[src/rtl/jtcontra_obj_rom_pkg.sv]
// jtcontra_obj_rom_pkg: FSM encoding, default SDRAM offset and cache entry type for the object ROM slot
package jtcontra_obj_rom_pkg;
    typedef enum logic [1:0] {IDLE = 2'd0, REQ = 2'd1, WAIT = 2'd2, PREF = 2'd3} state_t;
    localparam logic [21:0] DEF_OFFSET = 22'h0;
    localparam int CACHE_AW = 18;
    localparam int CACHE_DW = 16;
    typedef struct packed {
        logic [CACHE_AW-1:0] tag;
        logic [CACHE_DW-1:0] data;
        logic                valid;
    } entry_t;
endpackage

[src/rtl/jtcontra_obj_rom_slot.sv]
// jtcontra_obj_rom_slot: cached ROM responder turning object-engine fetches into SDRAM bursts
// JTCONTRA_OBJ_PREFETCH_EN adds a second entry filled by an automatic fetch of the other half-row (addr^1)
module jtcontra_obj_rom_slot
    import jtcontra_obj_rom_pkg::*;
#(
    parameter int              AW     = CACHE_AW,
    parameter int              SW     = 22,
    parameter logic [SW-1:0]   OFFSET = SW'(DEF_OFFSET),
    parameter int              DW     = CACHE_DW
) (
    input  logic          clk,
    input  logic          rst,
    input  logic          rom_cs,
    input  logic [AW-1:0] rom_addr,
    output logic          rom_ok,
    output logic [DW-1:0] rom_data,
    output logic          sdram_req,
    output logic [SW-1:0] sdram_addr,
    input  logic          sdram_ack,
    input  logic          data_rdy,
    input  logic [DW-1:0] sdram_din
);
`ifdef JTCONTRA_OBJ_PREFETCH_EN
    localparam int NE = 2;
`else
    localparam int NE = 1;
`endif
    entry_t        cache [NE];
    state_t        state, state_nx;
    logic [AW-1:0] req_addr;
    logic          hit;
    logic [DW-1:0] hit_data;
    always_comb begin
        hit      = 1'b0;
        hit_data = '0;
        for (int i = 0; i < NE; i++)
            if (rom_cs && cache[i].valid && cache[i].tag == CACHE_AW'(rom_addr)) begin
                hit      = 1'b1;
                hit_data = DW'(cache[i].data);
            end
    end
`ifdef JTCONTRA_OBJ_PREFETCH_EN
    logic [AW-1:0] alt_addr;
    logic          alt_hit, alt_ent, dem_ent, pf, ent;
    assign alt_addr = req_addr ^ AW'(1);
    // the demand fill must not evict the entry already holding the other half-row
    assign dem_ent  = alt_hit ? !alt_ent : 1'b0;
    always_comb begin
        alt_hit = 1'b0;
        alt_ent = 1'b0;
        for (int i = 0; i < NE; i++)
            if (cache[i].valid && cache[i].tag == CACHE_AW'(alt_addr)) begin
                alt_hit = 1'b1;
                alt_ent = 1'(i);
            end
    end
`endif
    always_comb begin
        state_nx = state;
        case (state)
            IDLE: state_nx = (rom_cs && !hit) ? REQ : IDLE;
            REQ:  state_nx = sdram_ack ? WAIT : REQ;
`ifdef JTCONTRA_OBJ_PREFETCH_EN
            WAIT: state_nx = !data_rdy ? WAIT : (!pf && !alt_hit) ? PREF : IDLE;
            PREF: state_nx = sdram_ack ? WAIT : PREF;
`else
            WAIT: state_nx = data_rdy ? IDLE : WAIT;
            PREF: state_nx = IDLE;
`endif
            default: state_nx = IDLE;
        endcase
    end
    always_ff @(posedge clk) begin
        if (rst) state <= IDLE;
        else     state <= state_nx;
    end
    always_ff @(posedge clk) begin
        if (rst) begin
            rom_ok     <= 1'b0;
            rom_data   <= '0;
            sdram_req  <= 1'b0;
            sdram_addr <= OFFSET;
            req_addr   <= '0;
            for (int i = 0; i < NE; i++) cache[i] <= '0;
`ifdef JTCONTRA_OBJ_PREFETCH_EN
            pf  <= 1'b0;
            ent <= 1'b0;
`endif
        end else begin
            rom_ok <= hit;
            if (hit) rom_data <= hit_data;
            if (state == IDLE && state_nx == REQ) begin
                req_addr   <= rom_addr;
                sdram_req  <= 1'b1;
                sdram_addr <= OFFSET + SW'(rom_addr);
            end
            if ((state == REQ || state == PREF) && sdram_ack) sdram_req <= 1'b0;
`ifdef JTCONTRA_OBJ_PREFETCH_EN
            if (state == WAIT && data_rdy) begin
                cache[pf ? ent : dem_ent] <= '{tag: CACHE_AW'(req_addr), data: CACHE_DW'(sdram_din), valid: 1'b1};
                pf <= state_nx == PREF;
            end
            if (state == WAIT && state_nx == PREF) begin
                req_addr   <= alt_addr;
                ent        <= !dem_ent;
                sdram_req  <= 1'b1;
                sdram_addr <= OFFSET + SW'(alt_addr);
            end
`else
            if (state == WAIT && data_rdy)
                cache[0] <= '{tag: CACHE_AW'(req_addr), data: CACHE_DW'(sdram_din), valid: 1'b1};
`endif
        end
    end
endmodule

[config.mk]
export PLATFORM = sky130hd
export DESIGN_NAME = jtcontra_obj_rom_slot
export DESIGN_NICKNAME = d
export VERILOG_FILES = /design/src/rtl/jtcontra_obj_rom_pkg.sv /design/src/rtl/jtcontra_obj_rom_slot.sv
export SDC_FILE = /design/constraint.sdc
export NUM_CORES = 1
export LEC_CHECK = 0
export ABC_AREA = 1
export CAP_MARGIN = 15
export CORE_MARGIN = 1
export CORE_UTILIZATION = 56
export CTS_BUF_LIST = sky130_fd_sc_hd__clkbuf_4
export DETAILED_ROUTE_END_ITERATION = 8
export GPL_TIMING_DRIVEN = 1
export PLACE_DENSITY_LB_ADDON = 0.05
export SYNTH_ARGS = -nofsm -noshare
export SYNTH_HDL_FRONTEND = slang
export SYNTH_SLANG_ARGS = --single-unit
[constraint.sdc]
create_clock -name clk -period 3.3 [get_ports clk]
set_clock_uncertainty 0.05 [all_clocks]
set_input_delay 0.66 -clock clk [delete_from_list [all_inputs] [get_ports clk]]
set_output_delay 0.66 -clock clk [all_outputs]
set_load 0.1 [all_outputs]
==> results.sh <==
export IMPL_routed_wl_um=7551
export IMPL_clockBufferDepth=2
export IMPL_hold_class="reg -> reg"
export IMPL_grt_pass1_vias=2690
export IMPL_vias_per_cell=4.788
export IMPL_r2r_start="cache[0][28]"
export IMPL_maxSlewHeadroom_pct=65.60
export IMPL_rr_worst_depth=8
export IMPL_pre_cts_slack_ns=0.7344
export IMPL_syn_to_final_growth_pct=25.39
export IMPL_dp_cells=598
export IMPL_tightest_slew_ns=0.5148
export IMPL_clk_pin_slew_worst_paths_ns=0.13
export IMPL_min_period_ns=2.157
export IMPL_antennaDiodeCount=0
export IMPL_ys_ff_latch=73
export IMPL_fmax_ghz=0.4637
export IMPL_cp_max_fo=50
export IMPL_synth_avg_cell_area_um2=7.526
export IMPL_ys_warn_count=0
export IMPL_hold_buffers=0
export IMPL_clock_latency_ns=0.41
export IMPL_cts_root_buf="clkbuf_4"
export IMPL_fin_setup_tns_ns=0
export IMPL_hold_path_end="sdram_req"
export IMPL_cts_resized_gates=0
export IMPL_design_area_um2=4332
export IMPL_final_cells=614
export IMPL_drtAntennaViolNets=0
export IMPL_min_from="sdram_req"
export IMPL_overflow=0
export IMPL_rsz0062_at_grt="no"
export IMPL_drc=0
export IMPL_cp_end_kind="flip-flop"
export IMPL_dpl_hpwl_um=5191
export IMPL_die_w_um=80.54
export IMPL_final_max_slew_viol_count=0
export IMPL_r2r_slack_ns=1.47
export IMPL_grt_use_total_pct=24.50
export IMPL_grt_pass1_wl_um=11930
export IMPL_synth_cell_type_count=25
export IMPL_power_density_nw_per_um2=479.1
export IMPL_dr_pass1_iters=4
export IMPL_finalNetCount=573
export IMPL_cts_setup_buffers=0
export IMPL_dieArea_um2=6487
export IMPL_cap_violations=0
export IMPL_ioPinCount=79
export IMPL_initial_utilization_pct=58.35
export IMPL_antenna_found_initial=0
export IMPL_yosysTopAreaCell="edfxtp_1"
export IMPL_p_leak_nw=2.069
export IMPL_cts_buffers=9
export IMPL_cts_tree="done"
export IMPL_worstPathArrival_ns=2.41
export IMPL_clock_sinks=73
export IMPL_drt_iter0_markers=150
export IMPL_synth_area_um2=3455
export IMPL_num_rows=28
export IMPL_die_h_um=80.54
export IMPL_numPortBuffers=74
export IMPL_layout_setup_ws_ns=1.143
export IMPL_holdPathStages=2
export IMPL_r2r_end="sdram_addr[13]"
export IMPL_avgRoutedWirePerCell_um=12.30
export IMPL_via_count=2940
export IMPL_cp_start_kind="input port"
export IMPL_yosys_top_cells_area="edfxtp_1 (30%), dfxtp_1 (22%), inv_1 (11%)"
export IMPL_setup_violations=0
export IMPL_core_area_um2=5921
export IMPL_htree_num_levels=3
export IMPL_worstPathRequired_ns=3.55
export IMPL_gp_congestion=0.8998
export IMPL_hold_viol=0
export IMPL_netlist_instances=459
export IMPL_dpl_cell_area_um2=4165
export IMPL_fin_util_pct=73.16
export IMPL_peakVddDrop_mv=0.2918
export IMPL_crit_type="in -> reg"
export IMPL_totalPowerFinal_mw=2.075
export IMPL_period_share_pct=65.35
export IMPL_drive_above_1_share_pct=13.54
export IMPL_synth_top_area_share_pct=30.42
export IMPL_holdWs_ns=0.4251
export IMPL_outcome="finished, final reports clean"
export IMPL_grt_max_degree=51
export IMPL_ys_seq_area_share_pct=52.44
worst max-delay path, stage by stage:
cell and delay, ns:
clkdlybuf4s50_1 0.45, inv_1 0.05, or2_1 0.25, nand3_1 0.10, nor2_1 0.06, nand3_2 0.08
buf_4 0.42, nand3_1 0.17, nand2_1 0.10, nor2_1 0.04
flip-flops by register name, indices dropped and copies added, names as in the netlist:
signal / cells
cache: 35
sdram_addr: 18
state: 2
rom_ok: 1
sdram_req: 1
rom_data: 16
metal layers:
layer | track usage [%] | wire length, um | part of all wire [%] | vias to the layer above
met3 | 4.318 | 442 | 5.9 | 12
met1 | 31.70 | 3439 | 46 | 1306
met2 | 40.59 | 3560 | 47 | 99
met4 | 9.286 | 109 | 1.4 | 0
li1 | - | - | - | 1523
met5 | 0 | 0 | 0 | -
cell type report:
cell class                 count  area, um^2
timing repair buffer          81       715.7
tap                           75       93.84
inverter                     107       401.6
fill                         473        1589
multi-input combinational    262        1142
clock inverter                 6       91.34
sequential                    73        1812
clock buffer                  10       75.07
cell usage in the layout, fill, tap and decap left out, types with 4 or more instances in the layout:
cell type        synthesis  routed
a21oi_1                 12      12
a21oi_2                 10      10
buf_4                    4      42
clkbuf_4                 0      10
clkdlybuf4s50_1          0      38
conb_1                   1       4
dfxtp_1                 38      38
edfxtp_1                35      35
inv_1                  103     103
nand2_1                 94      94
nand3_1                 24      24
nor2_1                  86      86
o21ai_0                 20      20
how the worst max path moves through the flow:
stage,startpoint,endpoint,depth (start not counted)
floorplan,rst,cache[0][0],3
global placement,rom_addr[11],sdram_addr[2],10
detailed placement,rom_addr[11],sdram_addr[13],10
CTS,rom_addr[11],sdram_addr[13],10
global route,rom_addr[10],sdram_addr[13],11
finish,rom_addr[11],sdram_addr[13],10
synthesized netlist by cell type:
cell type / n
edfxtp_1: 35
or2_1: 1
nand2_1: 94
conb_1: 1
inv_2: 2
xnor2_1: 1
buf_2: 4
buf_6: 2
inv_1: 103
nand3_1: 24
nand3b_1: 1
a21oi_2: 10
o21ai_0: 20
nand4_1: 3
a21oi_1: 12
nand3_2: 1
clkinv_1: 2
nor3b_1: 2
nor2_1: 86
nor3_1: 1
dfxtp_1: 38
nor2_2: 1
nor4_1: 1
buf_4: 4
clkbuf_1: 10
power by group:
group	switching, mW	internal, mW	total, mW
clock network	0.327	0.318	0.645
registers	0.0281	0.988	1.02
logic	0.292	0.122	0.413
total	0.647	1.43	2.08
cells by family (layout without fill, tap and decap cells):
logic type	Yosys count	in the layout	share of synthesized area (%)
buf+inv	127	204	14.81
other cells	1	4	0.1086
xor+xnor	1	1	0.2536
flops	73	73	52.44
compound gates	42	42	7.171
simple gates	215	215	25.21
Power figures use the tool's default switching activity.
